==> src/rtl/bus_timer_slave.sv <==
// Memory-mapped programmable timer slave (one-shot/periodic, expiry flag, irq).
// Optional prescaler enabled by defining TIMER_PRESCALER_EN.
module bus_timer_slave #(
  parameter int          CNT_W     = 32,
  parameter logic [31:0] LIMIT_RST = 32'hFFFF_FFFF
) (
  input  logic        clk,
  input  logic        rst,
  input  logic        ce,
  input  logic        as,
  input  logic        we_in,
  input  logic [31:0] addr,
  input  logic [31:0] wr_data,
  input  logic [3:0]  byte_sel,
  output logic [31:0] rd_data,
  output logic        ready,
  output logic        irq
);

  typedef enum logic {S_IDLE, S_ACK} state_t;

  state_t             state_q, state_d;
  logic               ready_q, ready_d;
  logic [31:0]        rd_data_q, rd_data_d;
  logic               irq_q, irq_d;
  logic               en_q, en_d;
  logic               periodic_q, periodic_d;
  logic               irq_en_q, irq_en_d;
  logic               expired_q, expired_d;
  logic [CNT_W-1:0]   limit_q, limit_d;
  logic [CNT_W-1:0]   count_q, count_d;
`ifdef TIMER_PRESCALER_EN
  logic [15:0]        presc_q, presc_d;
  logic [15:0]        div_q, div_d;
`endif

  logic        accept, wr_acc, rd_acc, tick, exp_set, exp_clr;
  logic [2:0]  sel;
  logic [31:0] rd_val, count_ext, limit_ext;

  logic unused_addr;
  assign unused_addr = ^{addr[31:5], addr[1:0]};

  // Byte-enable merge for counter-width registers; bits at or above CNT_W never exist.
  function automatic logic [CNT_W-1:0] merge_cnt(input logic [CNT_W-1:0] old_v,
                                                  input logic [31:0] data,
                                                  input logic [3:0] be);
    logic [CNT_W-1:0] res;
    for (int i = 0; i < CNT_W; i++) res[i] = be[i/8] ? data[i] : old_v[i];
    return res;
  endfunction

  assign sel    = addr[4:2];
  assign accept = (state_q == S_IDLE) && ce && as;
  assign wr_acc = accept && we_in;
  assign rd_acc = accept && !we_in;

  always_comb begin
    count_ext = '0;
    limit_ext = '0;
    count_ext[CNT_W-1:0] = count_q;
    limit_ext[CNT_W-1:0] = limit_q;
    rd_val = '0;
    case (sel)
      3'd0: rd_val = {29'd0, irq_en_q, periodic_q, en_q};
      3'd1: rd_val = limit_ext;
      3'd2: rd_val = count_ext;
      3'd3: rd_val = {31'd0, expired_q};
`ifdef TIMER_PRESCALER_EN
      3'd4: rd_val = {16'd0, presc_q};
`endif
      default: rd_val = '0;
    endcase
  end

  always_comb begin
    state_d    = state_q;
    ready_d    = 1'b0;
    rd_data_d  = '0;
    en_d       = en_q;
    periodic_d = periodic_q;
    irq_en_d   = irq_en_q;
    limit_d    = limit_q;
    count_d    = count_q;
    exp_set    = 1'b0;
    exp_clr    = 1'b0;
`ifdef TIMER_PRESCALER_EN
    presc_d = presc_q;
    div_d   = div_q;
    tick    = en_q && (div_q == presc_q);
    if (en_q) div_d = tick ? 16'd0 : div_q + 16'd1;
`else
    tick = en_q;
`endif

    if (tick) begin
      if (count_q == limit_q) begin
        exp_set = 1'b1;
        if (periodic_q) count_d = '0;
        else            en_d    = 1'b0;
      end else begin
        count_d = count_q + CNT_W'(1);
      end
    end

    // Bus writes are applied last so they override the timer's own updates.
    if (wr_acc) begin
      case (sel)
        3'd0: begin
          if (byte_sel[0]) {irq_en_d, periodic_d, en_d} = wr_data[2:0];
`ifdef TIMER_PRESCALER_EN
          div_d = 16'd0;
`endif
        end
        3'd1: limit_d = merge_cnt(limit_q, wr_data, byte_sel);
        3'd2: count_d = merge_cnt(count_q, wr_data, byte_sel);
        3'd3: exp_clr = byte_sel[0] && wr_data[0];
`ifdef TIMER_PRESCALER_EN
        3'd4: begin
          for (int i = 0; i < 16; i++)
            presc_d[i] = byte_sel[i/8] ? wr_data[i] : presc_q[i];
          div_d = 16'd0;
        end
`endif
        default: ;
      endcase
    end

    expired_d = (expired_q && !exp_clr) || exp_set;
    irq_d     = expired_q && irq_en_q;

    case (state_q)
      S_IDLE: if (accept) begin
        state_d = S_ACK;
        ready_d = 1'b1;
        if (rd_acc) rd_data_d = rd_val;
      end
      default: state_d = S_IDLE;
    endcase
  end

  always_ff @(posedge clk) begin
    if (!rst) begin
      state_q    <= S_IDLE;
      ready_q    <= 1'b0;
      rd_data_q  <= '0;
      irq_q      <= 1'b0;
      en_q       <= 1'b0;
      periodic_q <= 1'b0;
      irq_en_q   <= 1'b0;
      expired_q  <= 1'b0;
      limit_q    <= LIMIT_RST[CNT_W-1:0];
      count_q    <= '0;
`ifdef TIMER_PRESCALER_EN
      presc_q    <= '0;
      div_q      <= '0;
`endif
    end else begin
      state_q    <= state_d;
      ready_q    <= ready_d;
      rd_data_q  <= rd_data_d;
      irq_q      <= irq_d;
      en_q       <= en_d;
      periodic_q <= periodic_d;
      irq_en_q   <= irq_en_d;
      expired_q  <= expired_d;
      limit_q    <= limit_d;
      count_q    <= count_d;
`ifdef TIMER_PRESCALER_EN
      presc_q    <= presc_d;
      div_q      <= div_d;
`endif
    end
  end

  assign rd_data = rd_data_q;
  assign ready   = ready_q;
  assign irq     = irq_q;

endmodule

==> config.mk <==
export PLATFORM = sky130hd
export DESIGN_NAME = bus_timer_slave
export DESIGN_NICKNAME = d
export VERILOG_FILES = /design/src/rtl/bus_timer_slave.sv
export SDC_FILE = /design/constraint.sdc
export NUM_CORES = 1
export LEC_CHECK = 0
export CAP_MARGIN = 10
export CORE_ASPECT_RATIO = 1.1
export CORE_MARGIN = 10
export CORE_UTILIZATION = 56
export DETAILED_ROUTE_END_ITERATION = 10
export PLACE_DENSITY = 0.86
export SYNTH_ARGS = -nofsm -noshare
export SYNTH_HDL_FRONTEND = slang
export SYNTH_SLANG_ARGS = --single-unit
==> constraint.sdc <==
create_clock -name clk -period 4.37 [get_ports clk]
set_clock_uncertainty 0.05 [all_clocks]
set_input_delay 0.437 -clock clk [delete_from_list [all_inputs] [get_ports clk]]
set_output_delay 0.437 -clock clk [all_outputs]
set_load 0.005 [all_outputs]
Word level (Yosys, flattened, before mapping):

Index checks and enable logic that the tools add are counted.
Widths: inputs -> output; s select.

* add/sub/neg operators: 1
* eq/ne operators: 8
* muxes and demuxes: 49
* bitwise gates (word level): 4
* reductions and logical operators: 18

Operators by type and width (number)
* $mux 32: 5
* $pmux 32 s4: 1
* $mux 1: 43
* $add 32x1->32 const B: 1
* $eq 32x32->1: 1
* $reduce_and 3->1: 5
* $ne 3x3->1 const B: 4
* $logic_and 1x1->1: 7
* $eq 3x2->1 const B: 2
* $not 1->1: 4
* $reduce_or 4->1: 1
* $eq 3x1->1 const B: 1
* $logic_not 3->1: 1
* $logic_not 1->1: 2
* $reduce_or 2->1: 1
* $logic_or 1x1->1: 1

* register bits after elaboration: 102
* input port bits: 73
* output and inout bits: 34

Depth between registers and ports, before layout:

* depth after elaboration: 8
* depth in mapped cells: 10
* mapped depth without buffers: 7

Least setup slack after synthesis:

No wires, ideal clock.

* path kind: input -> register
* from: input port addr[3]
* to: register count_q[4], in the netlist count_ext[4]
* setup time: 0.122 ns
* arrival time: 1.995 ns
* required time: 4.198 ns
* slack: 2.203 ns
* stages: 9
* path through: buf_2 > nor3b_1 > buf_2 > nand2_1 > nand2_1 > a21oi_1 > buf_6 > a21o_1 > a221o_1

* cells in the longest elaborated chain, start to end: 3
* elaborated cells between the ends (all ways): 4
* those cells by class: eq/ne (2); mux (2)

RTL lines
* from (decl): RTL line 12 `input logic [31:0] addr,`
* $eq 3x2->1 (*): RTL line 108 `case (sel)`
* $mux 32: RTL line 108
* $mux 32: RTL line 107 `if (wr_acc) begin`
* to (signal assigned): RTL line 168 `count_q <= count_d;`
* to (decl): RTL line 31 `logic [CNT_W-1:0] count_q, count_d;`

Every way passes the cells marked *; elsewhere a longest branch is shown, timed or not.
A chain may end at the register's enable or synchronous reset.

Worst setup path after layout:

* from: register count_q[11], in the netlist count_ext[11]
* to: register count_q[29], in the netlist count_ext[29]

* cells in the longest elaborated chain, start to end: 5
* elaborated cells between the ends (all ways): 6
* those cells by class: add/sub (1); eq/ne (1); mux (4)

RTL lines
* $add 32x1->32 / $eq 32x32->1 (equally long branches): RTL line 102, 97
* $mux 32 (*): RTL line 97 `if (count_q == limit_q) begin`
* $mux 32 (*): RTL line 96 `if (tick) begin`
* $mux 32: RTL line 108
* $mux 32 (*): RTL line 107

Marked as above.

==> reports/qor.yml <==
outcome:
  status: "completed"
synthesis:
  synthArstFlopShare_pct: 0
  yosys_most_used_dff: "dfxtp_1"
  ys_ff_latch: 102
  yosysWarnings: 0
  avgSynthCellArea_sq_um: 8.18
  syn_inst: 663
  ys_seq_area_share_pct: 37.6
  synth.net_count: 737
  synth_area_sq_um: 5430
  yosysUniqueCellTypes: 77
  synth-edff-count: 0
setup_path:
  r2r_cells: 7
  critical_path_class: "flop to flop"
  crit_required_ns: 4.60
  crit_fanout: 12
  crit_buf_inv: 1
  worst_setup_path_start_kind: "flop"
  path_cells: "xor2_1 -> nor4_1 -> and4_1 -> a21oi_1 -> buf_4 -> a21o_1 -> a221o_1"
  slowest_stage: "nor4_1"
  cp.arrival_ns: 3.44
  cp.depth: 7
  cpPeakStageDelay_ns: 0.65
  crit_path_end_kind: "flop"
  crit_family: "simple AND/OR/NAND/NOR gates"
sta:
  hold_viol: 0
  post-route-period-util_pct: 73.6
  relSlewSlack_pct: 28.0
  period_minus_slack_ns: 3.22
  rsz0062_at_grt: "false"
  final-max-slew-violation-count: 0
  worst_pin_slew_ns: 1.08
  fmax_mhz: 311
  fin_setup_tns_ns: 0
  setup_viol: 0
layout:
  n_antenna_cell: 0
  area_delta_synth_final_pct: 16.0
  final_common_cell: "dfxtp_1"
  layout.nets: 778
  final_cell_mix: "102 x dfxtp_1, 101 x nand2_1, 76 x clkdlybuf4s50_1, 56 x nand3_1, 52 x nor2_1"
  layout-drive-gt1-share_pct: 7.76
pwr:
  p_comb_share_pct: 12.3
  p_sw_share_pct: 28.6
  finalPower_mw: 1.84
  internal-power_mw: 1.32
  clockPowerShare_pct: 31.7
  ir_drop_uv: 192
  p_switching_mw: 0.528
  p_per_area_nw_per_um2: 293
  pwr-share-seq_pct: 55.9
  p_leak_nw: 2.35
floorplanning:
  initial_core_util_pct: 57.7
  dieHeight_um: 123
  rows: 37
  ios: 107
  core_area_sq_um: 9400
  die_w_um: 114
  dieArea_sq_um: 14000
worst_hold_path:
  hold_depth: 2
  min_path_type: "flop to flop"
grt:
  gr-total-overflow: 0
  grt_max_degree: 73
  first_global_vias: 5150
  antenna_found_initial: 0
  grt_use_total_pct: 22.2
  grt_pass1_wl_um: 25800
drt:
  wl_per_cell_um: 19.3
  met1_length_um: 6480
  highest_layer: "met4"
  wl_met2_um: 7610
  ant_nets: 0
  viasPerCell: 6.48
  route.detailed.drc: 0
  dr_wl_met3_um: 1390
  dr.pass1.iters: 5
  drtIter0Drc: 623
  wl_um: 15900
  num_vias: 5354
clock_network:
  cts.clk_slew.worst_paths_ns: 0.10
  cts_setup_buffers: 0
  cts.sinks: 102
  cts_tree: "done"
  clock_latency_ns: 0.38
  cts_made_buffers: 9
  cts_resized: 0
  htree_levels: 3
  cts_hold_buf: 0
  root_buffer: "clkbuf_8"
  cts_buffer_depth: 2
placed_design:
  gp_congestion: 0.924
  hpwl_um: 11300
  numPortBuffers: 77
run:
  drv_cap: 0
power groups by stage:
stage | combinational (mW) | clock [mW] | sequential, mW
after floorplan | 0.166 | 0 | 1.02
after global placement | 0.216 | 0 | 1.05
after detailed placement | 0.221 | 0 | 1.05
after CTS | 0.223 | 0.583 | 1.03
after global routing | 0.246 | 0.609 | 1.04
final | 0.228 | 0.585 | 1.03
cell usage after synthesis, types with 10 or more instances:
| cell type | count | area share (%) |
|---|---|---|
| buf_2 | 14 | 1.3 |
| nor2_1 | 52 | 3.6 |
| dfxtp_1 | 102 | 38 |
| a21oi_1 | 19 | 1.8 |
| a22o_1 | 15 | 2.4 |
| nand3_1 | 56 | 5.2 |
| and3_1 | 15 | 1.7 |
| o21ai_0 | 14 | 1.3 |
| nand2_1 | 101 | 7.0 |
| clkbuf_1 | 26 | 1.8 |
| o21ai_1 | 10 | 0.92 |
| inv_1 | 16 | 1.1 |
| xor2_1 | 33 | 5.3 |
| a22oi_1 | 33 | 4.6 |
sequential cells by signal, indices dropped and copies added, names as in the netlist:
signal and cells:
limit_ext 32, irq_en_q 1, rd_data 32, periodic_q 1
expired_q 1, count_ext 32, irq 1, ready 1
en_q 1
cell type report:
cell class	count	area [sq um]
Timing Repair Buffer	85	826
Clock inverter	4	30.0
Clock buffer	12	155
Tap cell	117	146
Fill cell	783	3100
Inverter	16	60.1
Multi-Input combinational cell	490	3040
Sequential cell	102	2040
metal layers:
| metal | vias up | GRT usage, % |
|---|---|---|
| li1 | 2472 | - |
| met1 | 2548 | 27.9 |
| met2 | 297 | 36.6 |
| met3 | 37 | 4.41 |
| met4 | 0 | 9.40 |
| met5 | - | 0 |
per-stage QoR:
stage,hold WS [ns],cell area [sq um],cells,utilization [%],setup slack [ns]
3_3_place_gp,0.421,6110,810,65.0,1.15
3_5_place_dp,0.437,6110,810,65.0,1.09
2_1_floorplan,0.402,5430,663,-,2.20
5_1_grt,0.471,6290,826,67.0,1.06
4_1_cts,0.450,6290,826,67.0,1.23
6_report,0.450,6290,826,67.0,1.15
cell families after synthesis:
kind of cell | share of synthesized area, %
muxes | 1.52
buffers and inverters | 6.62
adders and majority gates | 0.231
xor gates and xnor gates | 5.49
DFF | 37.6
and+or+nand+nor | 28.4
AOI/OAI and AO/OA | 20.1
worst paths after layout:
path / startpoint / to / slack (ns)
max: count_ext[11]$_SDFFE_PN0P_ / count_ext[29]$_SDFFE_PN0P_ / 1.15
min reg2reg: expired_q$_SDFF_PN0_ / expired_q$_SDFF_PN0_ / 0.45
max reg2reg: count_ext[11]$_SDFFE_PN0P_ / count_ext[29]$_SDFFE_PN0P_ / 1.15
min: expired_q$_SDFF_PN0_ / expired_q$_SDFF_PN0_ / 0.45
tightest hold or removal path, stage by stage, from the launching register on:
cell	delay (ns)
dfxtp_1	0.33
o41ai_1	0.05
a21boi_0	0.07
Power figures use the tool's default switching activity.
